`src/rtl/calc2_dispatch_sched.sv`:
```
// calc2 issue scheduler.
// Accepts commands from four request ports and dispatches add/sub to the adder
// and shl/shr to the shifter. Each unit has its own round-robin arbiter. The
// block tracks per-port/per-tag in-flight commands and reports completion
// ({port, tag}) aligned with each unit's fixed latency.
module calc2_dispatch_sched #(
   parameter int unsigned DW        = 32,
   parameter int unsigned ADD_LAT   = 2,
   parameter int unsigned SHIFT_LAT = 3,
   parameter int unsigned MAX_OUT   = 2
) (
   input  logic            c_clk,
   input  logic            reset,
   input  logic [3:0]      req_vld,
   input  logic [15:0]     req_cmd,
   input  logic [7:0]      req_tag,
   input  logic [4*DW-1:0] req_data1,
   input  logic [4*DW-1:0] req_data2,
   output logic [3:0]      req_rdy,
   output logic            prio_adder_issue,
   output logic [3:0]      prio_adder_cmd,
   output logic [DW-1:0]   prio_adder_data1,
   output logic [DW-1:0]   prio_adder_data2,
   output logic            prio_shift_issue,
   output logic [3:0]      prio_shift_cmd,
   output logic [DW-1:0]   prio_shift_data1,
   output logic [DW-1:0]   prio_shift_data2,
   output logic            prio_adder_out_vld,
   output logic [3:0]      prio_adder_tag,
   output logic            prio_shift_out_vld,
   output logic [3:0]      prio_shift_tag,
   output logic [3:0]      port_invalid_op,
   output logic [7:0]      port_invalid_tag
);

   localparam logic [3:0] CmdNop = 4'b0000;
   localparam logic [3:0] CmdAdd = 4'b0001;
   localparam logic [3:0] CmdSub = 4'b0010;
   localparam logic [3:0] CmdShl = 4'b0101;
   localparam logic [3:0] CmdShr = 4'b0110;

   // First requester at or after ptr, wrapping; one-hot (or zero) result.
   function automatic logic [3:0] rr_grant(input logic [3:0] req, input logic [1:0] ptr);
      logic [1:0] idx;
      rr_grant = 4'b0000;
      for (int i = 0; i < 4; i++) begin
         idx = ptr + 2'(i);
         if (req[idx] && (rr_grant == 4'b0000)) rr_grant[idx] = 1'b1;
      end
   endfunction

   function automatic logic [1:0] onehot_enc(input logic [3:0] oh);
      onehot_enc = 2'd0;
      for (int i = 0; i < 4; i++) begin
         if (oh[i]) onehot_enc = 2'(i);
      end
   endfunction

   function automatic logic [2:0] popcnt4(input logic [3:0] v);
      popcnt4 = {2'b00, v[0]} + {2'b00, v[1]} + {2'b00, v[2]} + {2'b00, v[3]};
   endfunction

   // Per-port views of the packed request buses (port1 in the low slice).
   logic [3:0][3:0]    cmd;
   logic [3:0][1:0]    tag;
   logic [3:0][DW-1:0] data1;
   logic [3:0][DW-1:0] data2;

   assign cmd   = req_cmd;
   assign tag   = req_tag;
   assign data1 = req_data1;
   assign data2 = req_data2;

   logic [3:0]      is_add, is_shf, is_nop, is_inv;
   logic [3:0]      elig, add_req, shf_req, add_gnt, shf_gnt, inv_acc;
   logic [1:0]      add_sel, shf_sel;
   logic [1:0]      add_ptr_q, shf_ptr_q;
   logic [3:0][3:0] busy_q, busy_d;

   // Adder issue stage.
   logic          add_issue_q;
   logic [3:0]    add_cmd_q;
   logic [DW-1:0] add_d1_q, add_d2_q;
   logic [3:0]    add_id_q;

   // Shifter issue stage.
   logic          shf_issue_q;
   logic [3:0]    shf_cmd_q;
   logic [DW-1:0] shf_d1_q, shf_d2_q;
   logic [3:0]    shf_id_q;

   // Latency pipelines carrying {port, tag} behind each issue stage.
   logic [ADD_LAT-1:0]        add_pipe_vld_q;
   logic [ADD_LAT-1:0][3:0]   add_pipe_id_q;
   logic [SHIFT_LAT-1:0]      shf_pipe_vld_q;
   logic [SHIFT_LAT-1:0][3:0] shf_pipe_id_q;

   logic       add_done, shf_done;
   logic [3:0] add_done_id, shf_done_id;

   logic [3:0]      inv_q;
   logic [3:0][1:0] inv_tag_q;

   // Classify each port's command and decide whether it may issue now.
   always_comb begin
      is_add = 4'b0000;
      is_shf = 4'b0000;
      is_nop = 4'b0000;
      is_inv = 4'b0000;
      elig   = 4'b0000;
      for (int p = 0; p < 4; p++) begin
         case (cmd[p])
            CmdAdd, CmdSub: is_add[p] = 1'b1;
            CmdShl, CmdShr: is_shf[p] = 1'b1;
            CmdNop:         is_nop[p] = 1'b1;
            default:        is_inv[p] = 1'b1;
         endcase
         elig[p] = req_vld[p] && !busy_q[p][tag[p]] &&
                   ({29'd0, popcnt4(busy_q[p])} < MAX_OUT);
      end
   end

   assign add_req = elig & is_add;
   assign shf_req = elig & is_shf;
   assign add_gnt = rr_grant(add_req, add_ptr_q);
   assign shf_gnt = rr_grant(shf_req, shf_ptr_q);
   assign add_sel = onehot_enc(add_gnt);
   assign shf_sel = onehot_enc(shf_gnt);
   assign inv_acc = req_vld & is_inv;

   // NOP and invalid commands never stall; they are consumed on sight.
   assign req_rdy = add_gnt | shf_gnt | (req_vld & (is_nop | is_inv));

   // Adder issue register and its round-robin pointer.
   always_ff @(posedge c_clk or negedge reset) begin
      if (!reset) begin
         add_issue_q <= 1'b0;
         add_cmd_q   <= '0;
         add_d1_q    <= '0;
         add_d2_q    <= '0;
         add_id_q    <= '0;
         add_ptr_q   <= 2'd0;
      end else begin
         add_issue_q <= |add_gnt;
         if (|add_gnt) begin
            add_cmd_q <= cmd[add_sel];
            add_d1_q  <= data1[add_sel];
            add_d2_q  <= data2[add_sel];
            add_id_q  <= {add_sel, tag[add_sel]};
            add_ptr_q <= add_sel + 2'd1;
         end
      end
   end

   // Shifter issue register and its round-robin pointer.
   always_ff @(posedge c_clk or negedge reset) begin
      if (!reset) begin
         shf_issue_q <= 1'b0;
         shf_cmd_q   <= '0;
         shf_d1_q    <= '0;
         shf_d2_q    <= '0;
         shf_id_q    <= '0;
         shf_ptr_q   <= 2'd0;
      end else begin
         shf_issue_q <= |shf_gnt;
         if (|shf_gnt) begin
            shf_cmd_q <= cmd[shf_sel];
            shf_d1_q  <= data1[shf_sel];
            shf_d2_q  <= data2[shf_sel];
            shf_id_q  <= {shf_sel, tag[shf_sel]};
            shf_ptr_q <= shf_sel + 2'd1;
         end
      end
   end

   // Adder latency pipeline; its tail marks the cycle the adder result is valid.
   always_ff @(posedge c_clk or negedge reset) begin
      if (!reset) begin
         add_pipe_vld_q <= '0;
         add_pipe_id_q  <= '0;
      end else begin
         add_pipe_vld_q[0] <= add_issue_q;
         add_pipe_id_q[0]  <= add_id_q;
         for (int i = 1; i < int'(ADD_LAT); i++) begin
            add_pipe_vld_q[i] <= add_pipe_vld_q[i-1];
            add_pipe_id_q[i]  <= add_pipe_id_q[i-1];
         end
      end
   end

   // Shifter latency pipeline; its tail marks the cycle the shifter result is valid.
   always_ff @(posedge c_clk or negedge reset) begin
      if (!reset) begin
         shf_pipe_vld_q <= '0;
         shf_pipe_id_q  <= '0;
      end else begin
         shf_pipe_vld_q[0] <= shf_issue_q;
         shf_pipe_id_q[0]  <= shf_id_q;
         for (int i = 1; i < int'(SHIFT_LAT); i++) begin
            shf_pipe_vld_q[i] <= shf_pipe_vld_q[i-1];
            shf_pipe_id_q[i]  <= shf_pipe_id_q[i-1];
         end
      end
   end

   assign add_done    = add_pipe_vld_q[ADD_LAT-1];
   assign add_done_id = add_pipe_id_q[ADD_LAT-1];
   assign shf_done    = shf_pipe_vld_q[SHIFT_LAT-1];
   assign shf_done_id = shf_pipe_id_q[SHIFT_LAT-1];

   // In-flight table: completions clear, grants set. A granted bit is never
   // the one completing, since a busy tag cannot be granted again.
   always_comb begin
      busy_d = busy_q;
      if (add_done) busy_d[add_done_id[3:2]][add_done_id[1:0]] = 1'b0;
      if (shf_done) busy_d[shf_done_id[3:2]][shf_done_id[1:0]] = 1'b0;
      for (int p = 0; p < 4; p++) begin
         if (add_gnt[p] || shf_gnt[p]) busy_d[p][tag[p]] = 1'b1;
      end
   end

   // In-flight table and invalid-command pulse registers.
   always_ff @(posedge c_clk or negedge reset) begin
      if (!reset) begin
         busy_q    <= '0;
         inv_q     <= 4'b0000;
         inv_tag_q <= '0;
      end else begin
         busy_q <= busy_d;
         inv_q  <= inv_acc;
         for (int p = 0; p < 4; p++) begin
            if (inv_acc[p]) inv_tag_q[p] <= tag[p];
         end
      end
   end

   assign prio_adder_issue   = add_issue_q;
   assign prio_adder_cmd     = add_cmd_q;
   assign prio_adder_data1   = add_d1_q;
   assign prio_adder_data2   = add_d2_q;
   assign prio_shift_issue   = shf_issue_q;
   assign prio_shift_cmd     = shf_cmd_q;
   assign prio_shift_data1   = shf_d1_q;
   assign prio_shift_data2   = shf_d2_q;
   assign prio_adder_out_vld = add_done;
   assign prio_adder_tag     = add_done_id;
   assign prio_shift_out_vld = shf_done;
   assign prio_shift_tag     = shf_done_id;
   assign port_invalid_op    = inv_q;
   assign port_invalid_tag   = inv_tag_q;

endmodule

```
`config.mk`:
```
export PLATFORM = sky130hd
export DESIGN_NAME = calc2_dispatch_sched
export DESIGN_NICKNAME = d
export VERILOG_FILES = /design/src/rtl/calc2_dispatch_sched.sv
export SDC_FILE = /design/constraint.sdc
export NUM_CORES = 1
export LEC_CHECK = 0
export CAP_MARGIN = 20
export CORE_AREA = 2 2 173 175
export CTS_CLUSTER_SIZE = 30
export DETAILED_ROUTE_END_ITERATION = 10
export DIE_AREA = 0 0 175 177
export PLACE_DENSITY_LB_ADDON = 0.05
export SLEW_MARGIN = 20
export SYNTH_ARGS = -nofsm -noshare
export SYNTH_HDL_FRONTEND = slang
export SYNTH_SLANG_ARGS = --single-unit
export TNS_END_PERCENT = 10
```
`constraint.sdc`:
```
create_clock -name c_clk -period 8.7 [get_ports c_clk]
set_input_delay 1.74 -clock c_clk [delete_from_list [all_inputs] [get_ports c_clk]]
set_output_delay 1.74 -clock c_clk [all_outputs]
set_load 0.03 [all_outputs]
```
**After elaboration in Yosys (flattened, before gate mapping)**

Index checks and enable logic that the tools add are counted.

- Add/sub/neg operators: 20
- Order comparisons: 38
- Equal/unequal tests: 16
- Mux-type cells: 108
- Bitwise logic cells: 21
- Reductions and logical operators: 62

Operator list:

| cell | count |
|---|---|
| binary-select mux 32 bit (select 2 bit) | 4 |
| two-way mux 32 bit | 4 |
| two-way mux 4 bit | 16 |
| < comparator 2 x 3 -> 1 bit (second input constant) | 18 |
| OR 4 bit | 13 |
| two-way mux 1 bit | 44 |
| zero test 4 bit | 10 |
| AND 16 bit | 2 |
| == test 4 x 3 -> 1 bit (second input constant) | 8 |
| >= comparator 2 x 1 -> 1 bit (second input constant) | 16 |
| two-way mux 16 bit | 2 |
| NOT 16 bit | 2 |
| logical AND 1 bit | 30 |
| demux 1 bit (select 2 bit) | 14 |
| binary-select mux 1 bit (select 2 bit) | 12 |
| OR reduction 5 bit | 4 |
| AND 4 bit | 4 |
| binary-select mux 4 bit (select 2 bit) | 2 |
| demux 4 bit (select 2 bit) | 2 |
| == test 4 x 1 -> 1 bit (second input constant) | 4 |
| == test 4 x 2 -> 1 bit (second input constant) | 4 |
| OR reduction 2 bit | 8 |
| adder 2 x 1 -> 3 bit | 4 |
| adder 3 x 1 -> 3 bit | 4 |
| 9 further kinds | 34 |

- Flip-flop bits (word level): 203
- Bits of input ports: 286
- Output and inout bits: 164
- Word-level logic and storage cells: 293

**Longest topological paths before layout**

- Word-level depth: 23
- Gate-level depth with buffers: 17
- Depth with buffers taken out: 14

**Worst setup path before layout**

No wires, ideal clock.

- Path type: input-to-output
- From: in req_tag[1]
- To: out req_rdy[3]
- Arrival: 4904 ps
- Data required time: 6960 ps
- Setup slack: 2056 ps
- Cell stages on the path: 13
- Buffers on the path: 2
- Cell sequence: buf_2 -> mux2i_1 -> o221ai_2 -> nor4_2 -> o22a_1 -> nand4_2 -> a21o_1 -> a221oi_2 -> nand2_1 -> o41ai_4 -> buf_2 -> nor2_1 -> o21ai_0

- Cells in the longest elaborated chain, start to end: 20
- Elaborated cells between the ends (all ways): 51
- Classes of those cells: mux (26); bitwise (10); reduce/logical (15)

RTL lines:

| what | line | RTL |
|---|---|---|
| start: declaration | 16 | `input logic [7:0] req_tag,` |
| binary-select mux 1 bit (select 2 bit) * | 118 | `elig[p] = req_vld[p] && !busy_q[p][tag[p]] &&` |
| two-way mux 1 bit (not written as such) * | 118 |  |
| zero test 1 bit * | 118 |  |
| logical AND 1 bit * (2 in series) | 118 |  |
| AND 4 bit, on equally long branches | 123, 124 |  |
| binary-select mux 1 bit (select 2 bit) | 48 | `if (req[idx] && (rr_grant == 4'b0000)) rr_grant[idx] = 1'b1;` |
| two-way mux 1 bit (not written as such) | 48 |  |
| two-way mux 4 bit | 48 |  |
| (+2 left out) | n/a |  |
| two-way mux 4 bit | 48 |  |
| zero test 4 bit | 48 |  |
| logical AND 1 bit | 48 |  |
| two-way mux 4 bit | 48 |  |
| zero test 4 bit | 48 |  |
| logical AND 1 bit | 48 |  |
| two-way mux 4 bit | 48 |  |
| OR 4 bit * (2 in series) | 132 | `assign req_rdy = add_gnt \| shf_gnt \| (req_vld & (is_nop \| is_inv));` |
| end: declaration | 19 | `output logic [3:0] req_rdy,` |

Mark *: on every way between the ends. The rest lies on a longest branch, timed or not. The select of a mux whose other input is x is not followed.

**Worst setup path after layout**

- From: in req_tag[1]
- To: out req_rdy[0]

Same word-level chain as after synthesis.

==> results.json <==
{
  "setup_viol": 0,
  "skew_ns": 0.0114,
  "maxCapViolations": 0,
  "core_area_sq_um": 29200,
  "postCtsSetupRepairBufs": 0,
  "synth-seq-cells": 203,
  "yosysSeqAreaShare_pct": 40.0,
  "fin_area_sq_um": 18200,
  "cp.required_ns": 6.96,
  "cts_tree": "done",
  "num_io_pins": 450,
  "drive_above_1_share_pct": 5.53,
  "synth_async_sr_flop_share_pct": 100,
  "grt_first_pass_wirelength_microns": 80900,
  "status": "completed",
  "crit_fanout": 10,
  "ant_nets": 0,
  "slew_headroom_pct": 25.3,
  "clk_latency_ns": 0.54,
  "grtUsageTotal_pct": 33.8,
  "period_needed_ns": 8.24,
  "r2r_end": "prio_shift_data1[21]",
  "port_buffers": 449,
  "synth_fp_nets": 1635,
  "grt_pass1_vias": 13159,
  "rsz0062_at_grt": "no",
  "yosysWarnings": 0,
  "worstHoldStart": "shf_pipe_id_q[7]",
  "setup-tns-final_ns": 0,
  "start_kind": "input port",
  "post-dp-hpwl_microns": 37000,
  "die_h_microns": 177,
  "start_util_pct": 43.4,
  "syn_to_final_growth_pct": 43.7,
  "overflow": 0,
  "routedWlPerCell_microns": 25.5,
  "hold_violations": 0,
  "drt_iter0_markers": 1102,
  "min_to": "prio_shift_tag[3]",
  "final_nets": 2006,
  "cts.sinks": 203,
  "globalplace.congestion": 0.918,
  "power.total_uw": 7680,
  "cts_hold_buffers": 0,
  "layout.cells.non_filler": 2119,
  "grt_max_degree": 95,
  "worstSetupPathType": "in2out",
  "post-route-period-util_pct": 94.7,
  "synth_ff_type": "dfrtp_1",
  "drtPass1Iterations": 5,
  "min_path_cells": 0,
  "worstSetupEndpointType": "output port",
  "numCtsBuffers": 25,
  "syn_area_per_cell_sq_um": 9.55,
  "max_freq_mhz": 121,
  "synth_edf_count": 0,
  "final_util_pct": 62.4,
  "synthCells": 1330,
  "die_x_microns": 175,
  "vias": 13254,
  "rr_startpoint": "shf_ptr_q[0]",
  "rrSetupSlack_ns": 2.71,
  "totalWireLength_microns": 54100,
  "drc_errors": 0,
  "placed_area_sq_um": 17300,
  "leakage_uw": 0.00730,
  "clockBufferDepth": 3,
  "cts.reportedPaths.clkPinSlew_ns": 0.06,
  "dieArea_sq_um": 31000,
  "post_cts_resized": 0,
  "max-vdd-ir-drop_mv": 0.313,
  "num_rows": 63,
  "hp-class": "reg2reg",
  "vias_per_cell": 6.25,
  "final_max_slew_viol_count": 0,
  "clock-root-buffer": "clkbuf_16",
  "h-tree-depth": 1,
  "reg2reg_depth": 15,
  "critPathArrivalTime_ns": 6.50,
  "synth_area_sq_um": 12700,
  "dp.cells": 2063,
  "antenna_found_initial": 11,
  "ys_types": 81,
  "powerDensity_nw_per_um2": 421,
  "tightest_slew_ns": 1.12
}
## power breakdown
part	switching (uW)	internal (uW)	total, uW
clock	443	702	1150
sequential	344	1440	1790
combinational	2770	1980	4750
## worst max-delay path by stage
stage	to	startpoint	slack [ns]
4_1_cts	req_rdy[0]	req_tag[1]	0.57
3_3_place_gp	req_rdy[0]	req_tag[1]	0.69
6_report	req_rdy[0]	req_tag[1]	0.46
2_1_floorplan	req_rdy[3]	req_tag[1]	2.06
5_1_grt	req_rdy[0]	req_tag[1]	0.29
3_5_place_dp	req_rdy[0]	req_tag[1]	0.59
## layer usage
| metal | track usage (%) | vias up | part of all wire, % |
|---|---|---|---|
| li1 | - | 5890 | - |
| met1 | 43.0 | 6511 | 39 |
| met2 | 54.7 | 708 | 47 |
| met3 | 8.29 | 141 | 9.0 |
| met4 | 15.1 | 4 | 4.5 |
| met5 | 0 | - | 0.050 |
## worst max-delay path: stages
cell and delay, ns:
clkdlybuf4s50_1 0.75, mux2i_1 0.29, o221ai_2 0.19, nor4_2 0.65
a22o_1 0.32, or2_1 0.36, a211oi_1 0.17, a31oi_1 0.54
a41o_1 0.45, or2_2 0.24, a21o_1 0.12, clkdlybuf4s50_1 0.68
## cells in the final DEF, fill, tap and decap left out, types with 13 or more instances in the layout
cell,instances
clkdlybuf4s50_1,448
dfrtp_1,203
nand2_1,200
a221o_1,138
nor2_1,98
mux2i_1,78
a21oi_1,70
a2111oi_0,70
o22a_1,65
inv_1,41
clkbuf_16,25
o21ai_0,22
buf_4,17
ha_1,15
nand3_1,14
a21o_1,13
## sequential cells by signal, indices dropped and copies added, names as in the netlist, 3 cells and up
| signal | flops |
|---|---|
| prio_adder_tag | 4 |
| prio_shift_cmd | 4 |
| prio_shift_data2 | 32 |
| shf_pipe_id_q | 8 |
| port_invalid_op | 4 |
| add_id_q | 4 |
| prio_adder_data1 | 32 |
| prio_shift_data1 | 32 |
| prio_adder_cmd | 4 |
| prio_shift_tag | 4 |
| shf_pipe_vld_q | 3 |
| shf_id_q | 4 |
| prio_adder_data2 | 32 |
| add_pipe_id_q | 4 |
| port_invalid_tag | 8 |
| busy_q | 16 |
## cell families after synthesis
kind of cell | after synthesis | synth area share, %
AOI/OAI and AO/OA | 462 | 30.6
xor gates and xnor gates | 4 | 0.276
adders and majority gates | 19 | 2.11
buffers and inverters | 169 | 6.28
DFF | 203 | 40.0
muxes | 83 | 6.95
and+or+nand+nor | 390 | 13.8
## cell type report
| cell class | instances | area, sq um |
|---|---|---|
| clock buffer | 32 | 682 |
| tap | 390 | 488 |
| fill | 2492 | 11000 |
| clock inverter | 13 | 204 |
| antenna | 10 | 25.0 |
| timing repair buffer | 471 | 4720 |
| inverter | 42 | 158 |
| multi-input combinational | 958 | 6890 |
| sequential | 203 | 5080 |
## cell usage after synthesis (all sizes together) (5+ instances only)
cell type / count / area (sq um)
dfrtp: 203 / 5080
a21oi: 70 / 350
a221o: 138 / 1380
nor2: 98 / 368
nor3b: 6 / 45.0
nand2: 200 / 751
a32o: 11 / 110
and3: 9 / 56.3
nor3: 8 / 40.0
nand3: 14 / 70.1
inv: 42 / 158
a31oi: 5 / 37.5
o211ai: 5 / 37.5
buf: 54 / 360
a2111oi: 70 / 613
nor2b: 5 / 31.3
nand2b: 6 / 37.5
and2: 6 / 37.5
o22a: 65 / 569
a22oi: 7 / 52.6
a41oi: 7 / 61.3
ha: 15 / 188
nor4: 8 / 62.6
o21ai: 23 / 115
mux2i: 78 / 781
clkbuf: 73 / 279
a21o: 13 / 97.6
or2: 7 / 43.8
o31ai: 7 / 62.6
## stage by stage
stage | setup slack (ns) | hold WS [ns]
4_1_cts | 0.569 | 0.349
3_3_place_gp | 0.685 | 0.332
3_5_place_dp | 0.593 | 0.335
2_1_floorplan | 2.06 | 0.331
6_report | 0.460 | 0.348
5_1_grt | 0.287 | 0.353
Note: power is estimated with default switching activity, not from simulation.
